## src/rtl/demux_pkg.sv

```systemverilog
// Shared encodings and constants for the 1-to-N demux scheduler and its helpers.
package demux_pkg;

    typedef enum logic {
        ST_EMPTY = 1'b0,
        ST_FULL  = 1'b1
    } state_t;

    localparam int CNT_W = 16;

endpackage

```

## src/rtl/rr_pointer.sv

```systemverilog
// N-way modulo pointer: steps by one on each enabled cycle, wrapping N-1 -> 0.
module rr_pointer #(
    parameter int N  = 4,
    parameter int DW = $clog2(N)
) (
    input  logic          clk,
    input  logic          rst,
    input  logic          adv_i,
    output logic [DW-1:0] ptr_o
);

    logic [DW-1:0] ptr_q;
    logic [DW-1:0] ptr_d;

    always_comb begin
        ptr_d = ptr_q;
        if (adv_i) begin
            ptr_d = (ptr_q == DW'(N - 1)) ? '0 : ptr_q + DW'(1);
        end
    end

    always_ff @(posedge clk) begin
        if (rst) begin
            ptr_q <= '0;
        end else begin
            ptr_q <= ptr_d;
        end
    end

    assign ptr_o = ptr_q;

endmodule

```

## src/rtl/demux_1xn_scheduler.sv

```systemverilog
// Single-entry holding stage that routes each accepted word to one of N channels,
// either round-robin or by a destination field, with per-channel valid/ready.
module demux_1xn_scheduler
    import demux_pkg::*;
#(
    parameter int N  = 4,
    parameter int W  = 8,
    parameter int DW = $clog2(N)
) (
    input  logic             clk,
    input  logic             rst,
    input  logic             mode,
    input  logic             in_valid,
    output logic             in_ready,
    input  logic [W-1:0]     in_data,
    input  logic [DW-1:0]    in_dest,
    output logic [N-1:0]     out_valid,
    output logic [W-1:0]     out_data,
    input  logic [N-1:0]     out_ready,
    output logic             err_dest,
    output logic [CNT_W-1:0] sent_cnt
);

    state_t           state_q, state_d;
    logic [W-1:0]     data_q, data_d;
    logic [DW-1:0]    sel_q, sel_d;
    logic [CNT_W-1:0] cnt_q, cnt_d;
    logic             err_q, err_d;

    logic [DW-1:0] rr_ptr;
    logic          deliver;
    logic          accept;
    logic          bad_dest;

    rr_pointer #(.N(N), .DW(DW)) u_rr_pointer (
        .clk   (clk),
        .rst   (rst),
        .adv_i (accept && !mode),
        .ptr_o (rr_ptr)
    );

    // Only the selected channel's ready matters; this is the one input-to-output comb path.
    assign deliver  = (state_q == ST_FULL) && out_ready[sel_q];
    assign in_ready = !rst && ((state_q == ST_EMPTY) || deliver);
    assign accept   = in_valid && in_ready;
    assign bad_dest = mode && (int'(in_dest) >= N);

    // NOTE: every _d starts from its held value, so no branch can leave one unassigned and infer a latch.
    always_comb begin
        state_d = state_q;
        data_d  = data_q;
        sel_d   = sel_q;
        cnt_d   = cnt_q;
        err_d   = accept && bad_dest;
        if (deliver) begin
            state_d = ST_EMPTY;
            cnt_d   = cnt_q + CNT_W'(1);
        end
        if (accept && !bad_dest) begin
            state_d = ST_FULL;
            data_d  = in_data;
            sel_d   = mode ? in_dest : rr_ptr;
        end
    end

    // NOTE: non-blocking assignments so each register samples pre-edge values regardless of statement order.
    always_ff @(posedge clk) begin
        if (rst) begin
            state_q <= ST_EMPTY;
            data_q  <= '0;
            sel_q   <= '0;
            cnt_q   <= '0;
            err_q   <= 1'b0;
        end else begin
            state_q <= state_d;
            data_q  <= data_d;
            sel_q   <= sel_d;
            cnt_q   <= cnt_d;
            err_q   <= err_d;
        end
    end

    always_comb begin
        out_valid = '0;
        if (state_q == ST_FULL) begin
            out_valid[sel_q] = 1'b1;
        end
    end

    assign out_data = data_q;
    assign err_dest = err_q;
    assign sent_cnt = cnt_q;

endmodule

```

## config.mk

```make
export PLATFORM = sky130hd
export DESIGN_NAME = demux_1xn_scheduler
export DESIGN_NICKNAME = d
export VERILOG_FILES = /design/src/rtl/demux_pkg.sv /design/src/rtl/rr_pointer.sv /design/src/rtl/demux_1xn_scheduler.sv
export SDC_FILE = /design/constraint.sdc
export NUM_CORES = 1
export LEC_CHECK = 0
export BUFFER_PORTS_ARGS = -buffer_cell sky130_fd_sc_hd__buf_2
export CORE_ASPECT_RATIO = 1.2
export CORE_MARGIN = 8
export CORE_UTILIZATION = 44
export DETAILED_ROUTE_END_ITERATION = 10
export HOLD_SLACK_MARGIN = 0.15
export PLACE_DENSITY = 0.77
export SKIP_LAST_GASP = 1
export SYNTH_ARGS = -nofsm -noshare
export SYNTH_HDL_FRONTEND = slang
export SYNTH_SLANG_ARGS = --single-unit
```

## constraint.sdc

```tcl
create_clock -name clk -period 1.89 [get_ports clk]
set_clock_uncertainty 0.1 [all_clocks]
set_input_delay 0.378 -clock clk [delete_from_list [all_inputs] [get_ports clk]]
set_output_delay 0.378 -clock clk [all_outputs]
set_load 0.02 [all_outputs]
```

==> results_tabular.tex, run 1 <==
\begin{tabular}{lr}
\hline
Metric & Value \\
\hline
\multicolumn{2}{l}{\textbf{Run status}} \\
Status & finished, violations left \\
Violated checks & setup timing \\
\multicolumn{2}{l}{\textbf{Floorplanning}} \\
Die X-Extent & around 67 µm \\
Top-Level Pins & 48 \\
Height of the chip & 77.4 µm \\
Die area & 5200 µm² \\
Placement row count & 22 \\
Starting density of the core & 0.456 \\
Core Footprint & 3030 µm² \\
\multicolumn{2}{l}{\textbf{Hold path}} \\
HP Start & in\_data[1] \\
Hold path depth & 3 \\
Class of the tightest hold or removal check & in -> reg \\
Hold endpoint & out\_data[1]\$\_SDFFE\_PP0P\_ \\
\multicolumn{2}{l}{\textbf{Finish}} \\
Post-route core utilization & 0.620 \\
Antenna Cells & 0 \\
Filler instances & around 280 \\
Growth of design area from synthesis to finish & 36.0\% \\
Commonest cells after routing, fill and taps aside & buf\_2 (44), dfxtp\_1 (28), nor2\_1 (22) \\
Most frequent standard cell in the layout excluding fill and tap cells & buf\_2 \\
Layout Nets & 241 \\
Fraction of final layout cells sized beyond drive strength 1 & 0.374 \\
\multicolumn{2}{l}{\textbf{Power and ir drop}} \\
Clock group share of total power & 0.345 \\
Switch share & 0.269 \\
Standby leakage power & 0.839 nW \\
Internal Pwr Total & 937 µW \\
IR drop worst, VDD & 643 µV \\
Net load switching power & 345 µW \\
Areal power density over the cells & a little under 700 nW/µm² \\
Portion of total power attributed to sequential cells & 0.504 \\
Comb pwr share & 0.151 \\
\multicolumn{2}{l}{\textbf{STA}} \\
Minimum period implied by the final worst setup slack & 2.09 ns \\
Setup-violating endpoint count in the final report & 1 \\
Final-report max-slew violation count & 0 \\
Hold violation count in the final report & 0 \\
Unrepaired setup endpoints after global routing & true \\
Fmax achieved & 479 MHz \\
Total negative slack & -0.199 ns \\
Post-route fraction of the period consumed by the critical path & 1.11 \\
Worst-case setup margin in the final layout & -0.199 ns \\
\multicolumn{2}{l}{\textbf{Synthesis}} \\
Synthesis Warnings & 0 \\
Post-synthesis instance area & $\sim$1400 µm² \\
Sequential fraction of the synthesis area & 0.420 \\
\#FFs+latches synth & 29 \\
Synth unique cells & 36 \\
Mean cell area of the mapped netlist & 8.74 µm² \\
Post-Synthesis Cells & around 160 \\
Mapped Nets & between 150 and 200 \\
\multicolumn{2}{l}{\textbf{Routing}} \\
Number of detailed-route iterations in the first pass & 4 \\
Iteration-0 DRC Markers & 74 \\
Number of DRC violations after detailed routing & 0 \\
Post-detailed-route wirelength per cell & about 14 µm \\
DRT Wirelength & 3610 µm \\
Detail-routed via count per cell & about 5.6 \\
Detailed-route via count & 1,452 \\
Final ANT Viol Nets & 0 \\
\multicolumn{2}{l}{\textbf{Worst setup path}} \\
Required time of the worst setup path & 1.41 ns \\
CP Max Fanout & 2 \\
Cell depth of the worst flop-to-flop path & 6 \\
Reg-to-reg slack, setup & $\sim$0.010 ns \\
Startpoint type of the worst setup path & register \\
Crit Path Category & reg -> out \\
Arrival @ worst endpoint & 1.61 ns \\
Crit end category & output port \\
Worst R2R End & sel\_q[1]\$\_SDFFE\_PP0P\_ \\
Critical register-to-register path startpoint & sel\_q[0]\$\_SDFFE\_PP0P\_ \\
\multicolumn{2}{l}{\textbf{Clock network}} \\
TritonCTS Sinks & 29 \\
Worst-path clk slew & 0.09 ns \\
Inserted Clock Buffers & 5 \\
Clock Root Buffer & clkbuf\_4 \\
Maximum root-to-sink buffer count & 2 \\
Worst skew pair latency & 0.34 ns \\
Maximum level of the CTS H-tree & 2 \\
Clock tree from TritonCTS & done \\
\multicolumn{2}{l}{\textbf{Global route}} \\
Pin count of the biggest net entering global routing & 19 \\
Initial antenna violation count & 0 \\
First-pass GRT wire length & 5320 µm \\
Total routing resource utilization after global routing & 0.128 \\
Via count of the first global-routing pass & between 1k and 1.5k \\
Grt ovf & 0 \\
\multicolumn{2}{l}{\textbf{Place}} \\
Half-perimeter wire length after placement & 2520 µm \\
Count of buffers inserted at the top-level ports & 46 \\
Routability congestion estimate from global placement & 0.747 \\
\multicolumn{2}{l}{\textbf{Job}} \\
Number of maximum-capacitance constraint violations & 0 \\
\hline
\end{tabular}
-- cell usage after synthesis --
library cell	count	area, µm²
a211oi_1	2	15.0
a21oi_1	15	75.1
a311oi_1	1	8.76
a31o_2	2	17.5
a41o_1	1	10.0
and2_0	1	6.26
and3_1	2	12.5
and4_1	1	8.76
buf_1	1	3.75
buf_2	1	5.00
buf_4	3	22.5
clkbuf_1	5	18.8
conb_1	1	3.75
dfxtp_1	29	581
ha_1	2	25.0
inv_1	4	15.0
mux2_2	1	11.3
mux2i_1	12	120
mux4_2	1	22.5
nand2_1	5	18.8
nand2b_1	3	18.8
nand3_1	5	25.0
nand4_1	6	37.5
nor2_1	23	86.3
nor2b_1	1	6.26
o21ai_0	7	35.0
o21ai_1	1	5.00
o22ai_1	1	6.26
o31ai_1	5	37.5
o32a_1	1	10.0
o41ai_1	1	8.76
or3_1	5	31.3
or3b_2	1	8.76
or4_1	6	45.0
or4b_1	1	10.0
xnor2_1	1	8.76
-- state kept, by name, indices dropped and copies added (netlist names) --
name / flops
out_data: 8
sel_q: 2
sent_cnt: 16
u_rr_pointer.ptr_o: 2
state_q: 1
-- cells by family (layout without fill, tap and decap cells) --
logic type | Yosys count | after routing | synth area share
DFF | 29 | 29 | 0.420
other | 1 | 1 | 0.00271
xor gates and xnor gates | 1 | 1 | 0.00634
and+or+nand+nor | 60 | 60 | 0.228
buffers and inverters | 14 | 76 | 0.0471
AOI/OAI and AO/OA | 37 | 39 | 0.166
muxes | 14 | 14 | 0.111
adders and majority gates | 2 | 2 | 0.0181
-- worst max path at each step --
stage | slack [ns] | cells past startpoint | endpoint | from
after floorplan | 0.04 | 6 | sent_cnt[12]$_SDFFE_PP0P_ | sent_cnt[0]$_SDFFE_PP0P_
after global placement | -0.04 | 5 | sent_cnt[13]$_SDFFE_PP0P_ | out_ready[2]
after detailed placement | -0.07 | 6 | sent_cnt[5]$_SDFFE_PP0P_ | out_ready[2]
after CTS | -0.21 | 5 | in_ready | sel_q[0]$_SDFFE_PP0P_
after global routing | -0.27 | 5 | in_ready | sel_q[0]$_SDFFE_PP0P_
final | -0.20 | 5 | in_ready | sel_q[0]$_SDFFE_PP0P_
-- layer usage --
| layer | part of all wire | global-route usage | routed length [µm] |
|---|---|---|---|
| met4 | 0.012 | 0.0440 | 44 |
| met5 | 0 | 0 | 0 |
| met2 | 0.44 | 0.188 | 1610 |
| met1 | 0.42 | 0.146 | 1520 |
| met3 | 0.12 | 0.0819 | 439 |
-- repair_timing --
item / CTS / global route
buffers inserted: 3 / 1
endpoints found under the setup margin: 7 / 15
gates resized for setup: 6 / 6
hold buffers: 0 / 1
pin swaps: 2 / 3
hold endpoints to repair: 0 / 1
gates cloned: 0 / 2
-- power by group through the flow --
| stage | combinational [mW] | clock (mW) | sequential, mW |
|---|---|---|---|
| global route | 0.212 | 0.481 | 0.650 |
| global placement | 0.169 | 0 | 0.659 |
| finish | 0.194 | 0.442 | 0.647 |
| detailed placement | 0.171 | 0 | 0.659 |
| CTS | 0.182 | 0.455 | 0.646 |
| floorplan | 0.0892 | 0 | 0.676 |
-- worst max-delay path: stages, from the launching register on --
cell	delay (ns)
dfxtp_2	0.35
buf_6	0.10
mux4_2	0.54
nor2_4	0.11
nor2_1	0.05
buf_4	0.15
-- per-stage QoR --
| stage | total power [mW] | std cells | instance area [µm²] | hold slack [ns] | setup WS [ns] |
|---|---|---|---|---|---|
| 6_report | 1.28 | 258 | 1880 | 0.172 | -0.199 |
| 5_1_grt | 1.34 | 258 | 1880 | 0.158 | -0.273 |
| 4_1_cts | 1.28 | 254 | 1820 | 0.161 | -0.213 |
| 3_5_place_dp | 0.831 | 243 | 1700 | 0.375 | -0.0710 |
| 3_3_place_gp | 0.828 | 243 | 1700 | 0.362 | -0.0377 |
| 2_1_floorplan | 0.765 | 158 | 1380 | 0.366 | 0.0449 |
-- final cells by class --
type                    count  area, µm²  share of cell area
flip-flops and latches     29        582               0.310
well taps                  36       45.0              0.0240
clock buffers               7       65.1              0.0346
inverters                   4       15.0             0.00799
multi-input cells         117        790               0.420
repair buffers             64        377               0.201
clock inverters             1       5.00             0.00266
No activity file was read; power rests on OpenSTA's default activity.
==> run 2: changes to the inputs <==
- CORE_MARGIN: 8 -> 2
- CORE_UTILIZATION: 44 -> 49
- PLACE_DENSITY: 0.77 -> 0.82
- clock period: 1.89 -> 2.2 ns (I/O delays scaled with it)
==> results_tabular.tex, run 2 (synthesis results as in run 1) <==
\begin{tabular}{lr}
\hline
Metric & Value \\
\hline
\multicolumn{2}{l}{\textbf{Global route}} \\
Total routing resource utilization after global routing & 0.222 \\
Met3 Use GR & 0.0889 \\
Via count of the first global-routing pass & 1,315 \\
Pin count of the biggest net entering global routing & 23 \\
Busiest layer in global routing & met2 \\
First-pass GRT wire length & 5610 µm \\
Initial antenna violation count & 0 \\
Grt ovf & 0 \\
Met2 usage & 0.361 \\
Global routing usage on met1 & 0.260 \\
\multicolumn{2}{l}{\textbf{Worst setup path}} \\
Crit end category & output port \\
Required time of the worst setup path & 1.66 ns \\
Arrival @ worst endpoint & around 1.6 ns \\
CP Max Fanout & 5 \\
Startpoint type of the worst setup path & register \\
Crit Path Category & reg -> out \\
\multicolumn{2}{l}{\textbf{STA}} \\
Total negative slack & 0 ns \\
Setup-violating endpoint count in the final report & 0 \\
Unrepaired setup endpoints after global routing & false \\
Worst-case setup margin in the final layout & approximately 0.075 ns \\
Final-report max-slew violation count & 0 \\
Fmax achieved & 471 MHz \\
Hold violation count in the final report & 0 \\
Worst max-slew margin expressed relative to the limit & 0.574 \\
Post-route fraction of the period consumed by the critical path & 0.966 \\
Minimum period implied by the final worst setup slack & 2.13 ns \\
Slew at the pin with the worst max-slew slack & 0.639 ns \\
Hold slack & 0.232 ns \\
\multicolumn{2}{l}{\textbf{Finish}} \\
Max reg flops & 16 \\
Final standard cell area without fillers & 1720 µm² \\
Post-route core utilization & 0.630 \\
Number of non-filler instances in the completed layout & 242 \\
Sequential Area & a little under 600 µm² \\
Fraction of final layout cells sized beyond drive strength 1 & 0.322 \\
Filler instances & $\sim$250 \\
Layout Nets & 227 \\
Antenna Cells & 0 \\
Growth of design area from synthesis to finish & 24.7\% \\
Multi-input combinational cell area & 738 µm² \\
Commonest cells after routing, fill and taps aside & buf\_2 (46), dfxtp\_1 (28), nor2\_1 (22) \\
Most frequent standard cell in the layout excluding fill and tap cells & buf\_2 \\
\multicolumn{2}{l}{\textbf{Clock network}} \\
Clock tree from TritonCTS & done \\
Inserted Clock Buffers & 5 \\
TritonCTS Sinks & 29 \\
Clock Root Buffer & clkbuf\_4 \\
Worst-path clk slew & approximately 0.090 ns \\
Maximum root-to-sink buffer count & 2 \\
Maximum level of the CTS H-tree & 2 \\
Worst skew pair latency & 0.34 ns \\
\multicolumn{2}{l}{\textbf{Routing}} \\
Number of DRC violations after detailed routing & 0 \\
Post-detailed-route wirelength per cell & between 10 and 15 µm \\
Iteration-0 DRC Markers & 30 \\
Number of detailed-route iterations in the first pass & 4 \\
DRT Wirelength & 3240 µm \\
Detailed-route via count & approximately 1.4k \\
Detail-routed via count per cell & roughly 5.7 \\
Final ANT Viol Nets & 0 \\
\multicolumn{2}{l}{\textbf{Power and ir drop}} \\
Areal power density over the cells & 621 nW/µm² \\
IR drop worst, VDD & 466 µV \\
Standby leakage power & 0.768 nW \\
Total power & 1.07 mW \\
\multicolumn{2}{l}{\textbf{Job}} \\
Number of maximum-capacitance constraint violations & 0 \\
\multicolumn{2}{l}{\textbf{Place}} \\
Half-perimeter wire length after placement & 2420 µm \\
\# placed instances & around 230 \\
DP Worst Slack & around 0.08 ns \\
Routability congestion estimate from global placement & 0.914 \\
Count of buffers inserted at the top-level ports & 46 \\
Total placed instance area & 1640 µm² \\
\multicolumn{2}{l}{\textbf{Floorplanning}} \\
Die X-Extent & 52.5 µm \\
Core Footprint & 2730 µm² \\
Placement row count & 21 \\
Height of the chip & 62.2 µm \\
Starting density of the core & 0.505 \\
Die area & 3260 µm² \\
Top-Level Pins & 48 \\
\multicolumn{2}{l}{\textbf{Hold path}} \\
Class of the tightest hold or removal check & in -> reg \\
\multicolumn{2}{l}{\textbf{Run status}} \\
Status & finished, final reports clean \\
\hline
\end{tabular}
[run 2: worst paths after layout]
path | startpoint | end | slack [ns] | cells after the start
worst min-delay path | in_data[3] | out_data[3]$_SDFFE_PP0P_ | 0.23 | 3
worst max-delay path | sel_q[0]$_SDFFE_PP0P_ | in_ready | 0.07 | 4
worst max register to register | sel_q[0]$_SDFFE_PP0P_ | sent_cnt[13]$_SDFFE_PP0P_ | 0.17 | 4
worst min register to register | sent_cnt[15]$_SDFFE_PP0P_ | sent_cnt[15]$_SDFFE_PP0P_ | 0.39 | 2
[run 2: power breakdown]
part	leakage [nW]	internal [mW]	switching (mW)
clock network	0.0413	0.185	0.185
registers	0.236	0.543	0.0134
logic	0.490	0.0640	0.0806
[run 2: area by class of cell]
cell class / count / area share
Multi-Input combinational cell: 115 / 0.428
Timing Repair Buffer: 52 / 0.160
Inverter: 4 / 0.00871
Clock buffer: 7 / 0.0378
Tap cell: 34 / 0.0247
Clock inverter: 1 / 0.00290
Sequential cell: 29 / 0.338
[run 2: worst max-delay path, stage by stage (launching register included)]
cell	delay [ns]
dfxtp_2	0.37
mux4_2	0.54
nor2_2	0.12
nor2_1	0.05
buf_2	0.17
[run 2: per-layer routing]
| layer | wire, µm | up-vias |
|---|---|---|
| met5 | 0 | - |
| met4 | 53 | 0 |
| met3 | 216 | 10 |
| met2 | 1620 | 50 |
| met1 | 1350 | 647 |
| li1 | - | 680 |
[run 2: timing repair]
item | CTS | global route
endpoints found under the hold margin | 0 | 0
gates resized for setup | 1 | 1
hold buffers | 0 | 0
buffers inserted | 0 | 1
setup endpoints to repair | 1 | 1
